File: src/rtl/hex_matrix_rx_if.sv
// Receive/readback bundle of the hex token parser: byte strobe in, value
// buffer read port and status flags out.
interface hex_matrix_rx_if;
  logic        rx_valid;
  logic [7:0]  rx_byte;
  logic        rx_error;
  logic [3:0]  rd_addr;
  logic [17:0] rd_data;
  logic [4:0]  value_count;
  logic        busy;
  logic        done;
  logic        parse_error;

  modport master (
    output rx_valid, rx_byte, rx_error, rd_addr,
    input  rd_data, value_count, busy, done, parse_error
  );

  modport slave (
    input  rx_valid, rx_byte, rx_error, rd_addr,
    output rd_data, value_count, busy, done, parse_error
  );
endinterface

File: src/rtl/hex_matrix_rx.sv
// Parses a UART stream of whitespace-delimited ASCII hex tokens into a buffer
// of 18-bit values; stops at NUM_VALUES values or on the first malformed input.
module hex_matrix_rx #(
  parameter int NUM_VALUES = 16,
  parameter int MAX_DIGITS = 5
) (
  input logic            clk,
  input logic            reset,
  input logic            clear,
  hex_matrix_rx_if.slave bus
);

  typedef enum logic [1:0] {S_SKIP, S_ACCUM, S_DONE, S_ERR} state_t;

  localparam int AW    = (NUM_VALUES > 1) ? $clog2(NUM_VALUES) : 1;
  localparam int CNT_W = $clog2(MAX_DIGITS + 2);

  state_t           r_state, w_state_nxt;
  logic [19:0]      r_acc, w_acc_nxt;
  logic [CNT_W-1:0] r_cnt, w_cnt_nxt;
  logic [4:0]       r_count;
  logic [17:0]      r_buf [NUM_VALUES];
  logic             w_store;
  logic             w_is_digit;
  logic             w_is_delim;
  logic [3:0]       w_nibble;
  logic [AW-1:0]    w_rd_idx;

  always_comb begin
    w_is_digit = 1'b0;
    w_nibble   = 4'h0;
    if (bus.rx_byte >= 8'h30 && bus.rx_byte <= 8'h39) begin
      w_is_digit = 1'b1;
      w_nibble   = bus.rx_byte[3:0];
    end else if ((bus.rx_byte >= 8'h41 && bus.rx_byte <= 8'h46) ||
                 (bus.rx_byte >= 8'h61 && bus.rx_byte <= 8'h66)) begin
      // Low nibble of 'A'/'a' is 1, so +9 yields 10..15.
      w_is_digit = 1'b1;
      w_nibble   = bus.rx_byte[3:0] + 4'd9;
    end
    w_is_delim = (bus.rx_byte == 8'h20) || (bus.rx_byte == 8'h0D) ||
                 (bus.rx_byte == 8'h0A);
  end

  always_comb begin
    w_state_nxt = r_state;
    w_acc_nxt   = r_acc;
    w_cnt_nxt   = r_cnt;
    w_store     = 1'b0;
    if (bus.rx_valid) begin
      case (r_state)
        S_SKIP: begin
          if (bus.rx_error) begin
            w_state_nxt = S_ERR;
          end else if (w_is_digit) begin
            w_acc_nxt   = {16'h0000, w_nibble};
            w_cnt_nxt   = CNT_W'(1);
            w_state_nxt = S_ACCUM;
          end else if (!w_is_delim) begin
            w_state_nxt = S_ERR;
          end
        end
        S_ACCUM: begin
          if (bus.rx_error) begin
            w_state_nxt = S_ERR;
          end else if (w_is_digit) begin
            if (int'(r_cnt) >= MAX_DIGITS) begin
              w_state_nxt = S_ERR;
            end else begin
              w_acc_nxt = {r_acc[15:0], w_nibble};
              w_cnt_nxt = r_cnt + CNT_W'(1);
            end
          end else if (w_is_delim) begin
            if (r_acc[19:18] != 2'b00) begin
              w_state_nxt = S_ERR;
            end else begin
              w_store     = 1'b1;
              w_acc_nxt   = '0;
              w_cnt_nxt   = '0;
              w_state_nxt = (int'(r_count) + 1 == NUM_VALUES) ? S_DONE : S_SKIP;
            end
          end else begin
            w_state_nxt = S_ERR;
          end
        end
        default: w_state_nxt = r_state;
      endcase
    end
  end

  // Clear is a full restart, so it also wipes the buffer and wins over rx_valid.
  always_ff @(posedge clk) begin
    if (!reset || clear) begin
      r_state <= S_SKIP;
      r_acc   <= '0;
      r_cnt   <= '0;
      r_count <= '0;
      for (int i = 0; i < NUM_VALUES; i++) r_buf[i] <= '0;
    end else begin
      r_state <= w_state_nxt;
      r_acc   <= w_acc_nxt;
      r_cnt   <= w_cnt_nxt;
      if (w_store) begin
        r_buf[r_count[AW-1:0]] <= r_acc[17:0];
        r_count                <= r_count + 5'd1;
      end
    end
  end

  assign w_rd_idx        = AW'(bus.rd_addr);
  assign bus.rd_data     = ({1'b0, bus.rd_addr} < r_count) ? r_buf[w_rd_idx] : 18'h0;
  assign bus.value_count = r_count;
  assign bus.busy        = (r_state == S_ACCUM);
  assign bus.done        = (r_state == S_DONE);
  assign bus.parse_error = (r_state == S_ERR);

endmodule

File: src/flat_wrapper.sv
// flat-port wrapper written by rule: the top's interface ports become plain ports
module hex_matrix_rx_flat 
#(
  parameter int NUM_VALUES = 16,
  parameter int MAX_DIGITS = 5
)
  (clk, reset, clear, bus_rx_valid, bus_rx_byte, bus_rx_error, bus_rd_addr, bus_rd_data, bus_value_count, bus_busy, bus_done, bus_parse_error);
  hex_matrix_rx_if bus_i ();
  input logic clk;
  input logic reset;
  input logic clear;
  input wire logic [$bits(bus_i.rx_valid)-1:0] bus_rx_valid;
  input wire logic [$bits(bus_i.rx_byte)-1:0] bus_rx_byte;
  input wire logic [$bits(bus_i.rx_error)-1:0] bus_rx_error;
  input wire logic [$bits(bus_i.rd_addr)-1:0] bus_rd_addr;
  output wire logic [$bits(bus_i.rd_data)-1:0] bus_rd_data;
  output wire logic [$bits(bus_i.value_count)-1:0] bus_value_count;
  output wire logic [$bits(bus_i.busy)-1:0] bus_busy;
  output wire logic [$bits(bus_i.done)-1:0] bus_done;
  output wire logic [$bits(bus_i.parse_error)-1:0] bus_parse_error;
  assign bus_i.rx_valid = bus_rx_valid;
  assign bus_i.rx_byte = bus_rx_byte;
  assign bus_i.rx_error = bus_rx_error;
  assign bus_i.rd_addr = bus_rd_addr;
  assign bus_rd_data = bus_i.rd_data;
  assign bus_value_count = bus_i.value_count;
  assign bus_busy = bus_i.busy;
  assign bus_done = bus_i.done;
  assign bus_parse_error = bus_i.parse_error;
  hex_matrix_rx #(.NUM_VALUES(NUM_VALUES), .MAX_DIGITS(MAX_DIGITS)) u_core (.clk(clk), .reset(reset), .clear(clear), .bus(bus_i));
endmodule
File: config.mk
export PLATFORM = sky130hd
export DESIGN_NAME = hex_matrix_rx_flat
export DESIGN_NICKNAME = d
export VERILOG_FILES = /design/src/rtl/hex_matrix_rx_if.sv /design/src/rtl/hex_matrix_rx.sv /design/src/flat_wrapper.sv
export SDC_FILE = /design/constraint.sdc
export NUM_CORES = 1
export LEC_CHECK = 0
export ABC_CLOCK_PERIOD_IN_PS = 3400
export CORE_MARGIN = 2
export CORE_UTILIZATION = 40
export DETAILED_ROUTE_END_ITERATION = 8
export PLACE_DENSITY = 0.6
export SLEW_MARGIN = 25
export SYNTH_ARGS = -nofsm -noshare
export SYNTH_HDL_FRONTEND = slang
export SYNTH_SLANG_ARGS = --single-unit
File: constraint.sdc
create_clock -name clk -period 3.4 [get_ports clk]
set_input_delay 0.68 -clock clk [delete_from_list [all_inputs] [get_ports clk]]
set_output_delay 0.68 -clock clk [all_outputs]
set_load 0.01 [all_outputs]
==> reports/metrics.yaml <==
die:
  fp-row-count: 70
  core_um2: 36430
  start_util_pct: 40.39
  fp.dieW_um: 195.8
  io_pins: 43
  die-area_um2: 38340
  die_h_um: 195.8
critical_path:
  cpMostUsedCell: "buf_4"
  cp_top_family: "buffers and inverters"
  critPathLaunchType: "input port"
  crit_cells: 7
  path_buf_inv: 5
  path_cells: "clkdlybuf4s50_1 -> buf_4 -> buf_12 -> buf_4 -> mux4_2 -> nor2b_1 -> dlygate4sd2_1"
  cp_max_fo: 9
  arrival_ns: 2.65
  crit_type: "in -> out"
  slowest_stage: "mux4_2"
  cp.required_ns: 2.72
  critical_path.max_stage_delay_ns: 0.53
  cp-end-kind: "output port"
  reg2reg_depth: 7
clock_tree:
  cts_made_buffers: 35
  clk_path_buf_depth: 3
  clk_pin_slew_ns: 0.06
  cts_root_buffer: "clkbuf_16"
  cts_sinks: 318
  h-tree-depth: 2
  worstSkewPairLatency_ns: 0.52
  tritoncts: "built"
synth:
  synth_area_leaders: "edfxtp_1 59%, mux4_2 14%, and2_1 12%, dfxtp_1 4.1%, clkbuf_1 1.3%"
  avgSynthCellArea_um2: 15.06
  seq_area_frac_synth_pct: 62.85
  syn-num-nets: 1007
  synth_cells: 977
  ys_async_sr_fraction_pct: 0
  ys_ff_latch: 318
  synthMuxAreaShare_pct: 14.33
  synth.distinct_cells: 46
  yosys.area_share.xor_xnor_pct: 0.2381
  ys.flop_type: "edfxtp_1"
  synthAdderAreaFrac_pct: 1.105
  syn_area_um2: 14720
  synth_edf_count: 288
  yosys_warnings: 0
  synth_top_area_share_pct: 58.77
  synth_compound_area_share_pct: 2.585
  synth-simple-area-share_pct: 16.67
  synth_top_family_by_area: "simple AND/OR/NAND/NOR gates"
  yosysTopAreaCell: "edfxtp_1"
sta:
  fin_crit_sh_pct: 97.83
  worst_slew_pin_slew_ns: 0.7710
  worst_hold_slack_ns: 0.4855
  rsz0062_at_grt: "no"
  setup-violations-final: 0
  hold_viol: 0
  fmax_ghz: 0.3006
  maxSlewHeadroom_pct: 48.53
  period_minus_slack_ns: 3.326
  fin_setup_tns_ns: 0
  report.final.slew_viol_count: 0
  clock_skew_ns: 0.02535
route:
  drt-pass1-iter-count: 6
  drt_iter0_markers: 833
  wl_per_cell_um: 24.39
  viasPerCell: 5.414
  drcViolationCount: 0
  vias: 8521
  routed_wl_mm: 38.40
  final_antenna_net_count: 0
grt:
  grt_overflow_total: 0
  antenna_found_initial: 1
  grt_pass1_vias: 8856
  grt_usage_pct: 20.63
  grt_pass1_wl_mm: 57.97
  grt_start_max_net_pins: 31
cells_and_area:
  num-nets-final: 1111
  final_layout_size_suffix_gt1_share_pct: 23.98
  fill_cells: 3164
  final_util_pct: 48.15
  area_growth_pct: 19.21
pwr:
  p_per_area_nw_per_um2: 489.1
  p_leak_nw: 6.620
  ir_worst_vdd_uv: 338.2
worst_hold_path:
  min_path_cells: 2
  min_path_type: "reg -> reg"
placed_design:
  io_buffers: 42
  dpl.hpwl_mm: 24.17
  place.gp.congestion: 0.8277
flow_run:
  max-cap-violations: 0
status:
  status: "complete, no violations"
## area by class of cell
type                            instances  area [um^2]  share of cell area (%)
Inverter                               12        45.04                  0.2568
Timing Repair Buffer                  136         1414                   8.060
Antenna cell                            1        2.502                 0.01427
Clock buffer                           48        965.9                   5.506
Multi-Input combinational cell        578         5207                   29.69
Sequential cell                       318         9250                   52.73
Tap cell                              468        585.6                   3.338
Clock inverter                         13        71.32                  0.4066
## worst paths after layout
path,start,endpoint,slack [ns]
hold / removal,u_core.r_acc[18]$_SDFFE_PP0P_,u_core.r_acc[18]$_SDFFE_PP0P_,0.49
setup / recovery,bus_rd_addr[2],bus_rd_data[12],0.07
setup reg to reg,u_core.r_state[0]$_SDFFE_PP0P_,u_core.r_buf[1][0]$_SDFFCE_PN0P_,0.98
hold reg to reg,u_core.r_acc[18]$_SDFFE_PP0P_,u_core.r_acc[18]$_SDFFE_PP0P_,0.49
## metal layers
metal / vias to the layer above / share of wire (%) / GRT usage [%] / wire length [um]
met3: 65 / 6.4 / 3.301 / 2467
met4: 0 / 2.5 / 5.696 / 964
li1: 3818 / - / - / -
met1: 4329 / 45 / 29.77 / 17220
met5: - / 0 / 0 / 0
met2: 309 / 46 / 32.62 / 17740
## state kept, by name, indices dropped and copies added, names as in the netlist
name                    cells
u_core.bus.value_count      5
u_core.r_acc               20
u_core.r_buf              288
u_core.r_cnt                3
u_core.r_state              2
## cell usage in the layout (no fill, tap or decap), types with 22 or more instances in the layout
master and count:
and2_1 288, buf_12 22, buf_4 72, clkbuf_16 36
clkdlybuf4s50_1 22, dfxtp_1 29, edfxtp_1 288, mux4_2 90
nand2_1 25, nor2_1 23
## repair_timing
action	4_1_cts	5_1_grt
setup endpoints to repair	18	2
resized for setup	22	2
pin swaps	0	1
gates cloned	1	0
buffers inserted	3	0
hold buffers	0	0
## cell usage after synthesis, drive strengths merged, types with 2 or more instances
master,n
a22o,2
nand4,2
dfxtp,30
and3,2
nor2b,20
o31ai,2
mux4,90
edfxtp,288
o21ai,34
and2,288
clkbuf,52
nand2b,8
inv,12
ha,13
buf,17
xnor2,3
nor3,10
nand3,24
o211ai,4
or4b,2
mux2i,7
a211oi,2
nand2,25
a21o,2
a21oi,3
nor2,25
## through the flow
step / worst slack (ns) / total power [mW] / instance area, um^2 / instances
after floorplan: -0.1901 / 4.853 / 14720 / 977
after global placement: -0.1861 / 5.134 / 16440 / 1508
after detailed placement: -0.1960 / 5.146 / 16440 / 1508
after CTS: -0.07262 / 8.640 / 17530 / 1573
after global routing: 0.02687 / 8.824 / 17540 / 1573
final: 0.07373 / 8.579 / 17540 / 1574
## worst reg2reg max path: stages (launching register included)
cell and delay, ns:
dfxtp_1 0.38, inv_1 0.11, nor3_1 0.31, and4_1 0.42, nand3_2 0.29, nor3_2 0.21
nand2b_1 0.20, buf_12 0.19
## where the power goes
| part | switching [mW] | internal, mW | total (mW) |
|---|---|---|---|
| clock | 1.53 | 1.99 | 3.52 |
| sequential | 0.0480 | 4.41 | 4.46 |
| combinational | 0.303 | 0.298 | 0.601 |
## cell families (layout without fill, tap and decap cells)
| group | Yosys count | after routing |
|---|---|---|
| and+or+nand+nor | 408 | 408 |
| DFF | 318 | 318 |
| muxes | 98 | 98 |
| buffers and inverters | 81 | 209 |
| AOI/OAI and AO/OA | 55 | 55 |
| adders and majority gates | 13 | 13 |
| xor gates and xnor gates | 4 | 4 |
| other | 0 | 1 |
Power figures use the tool's default switching activity.
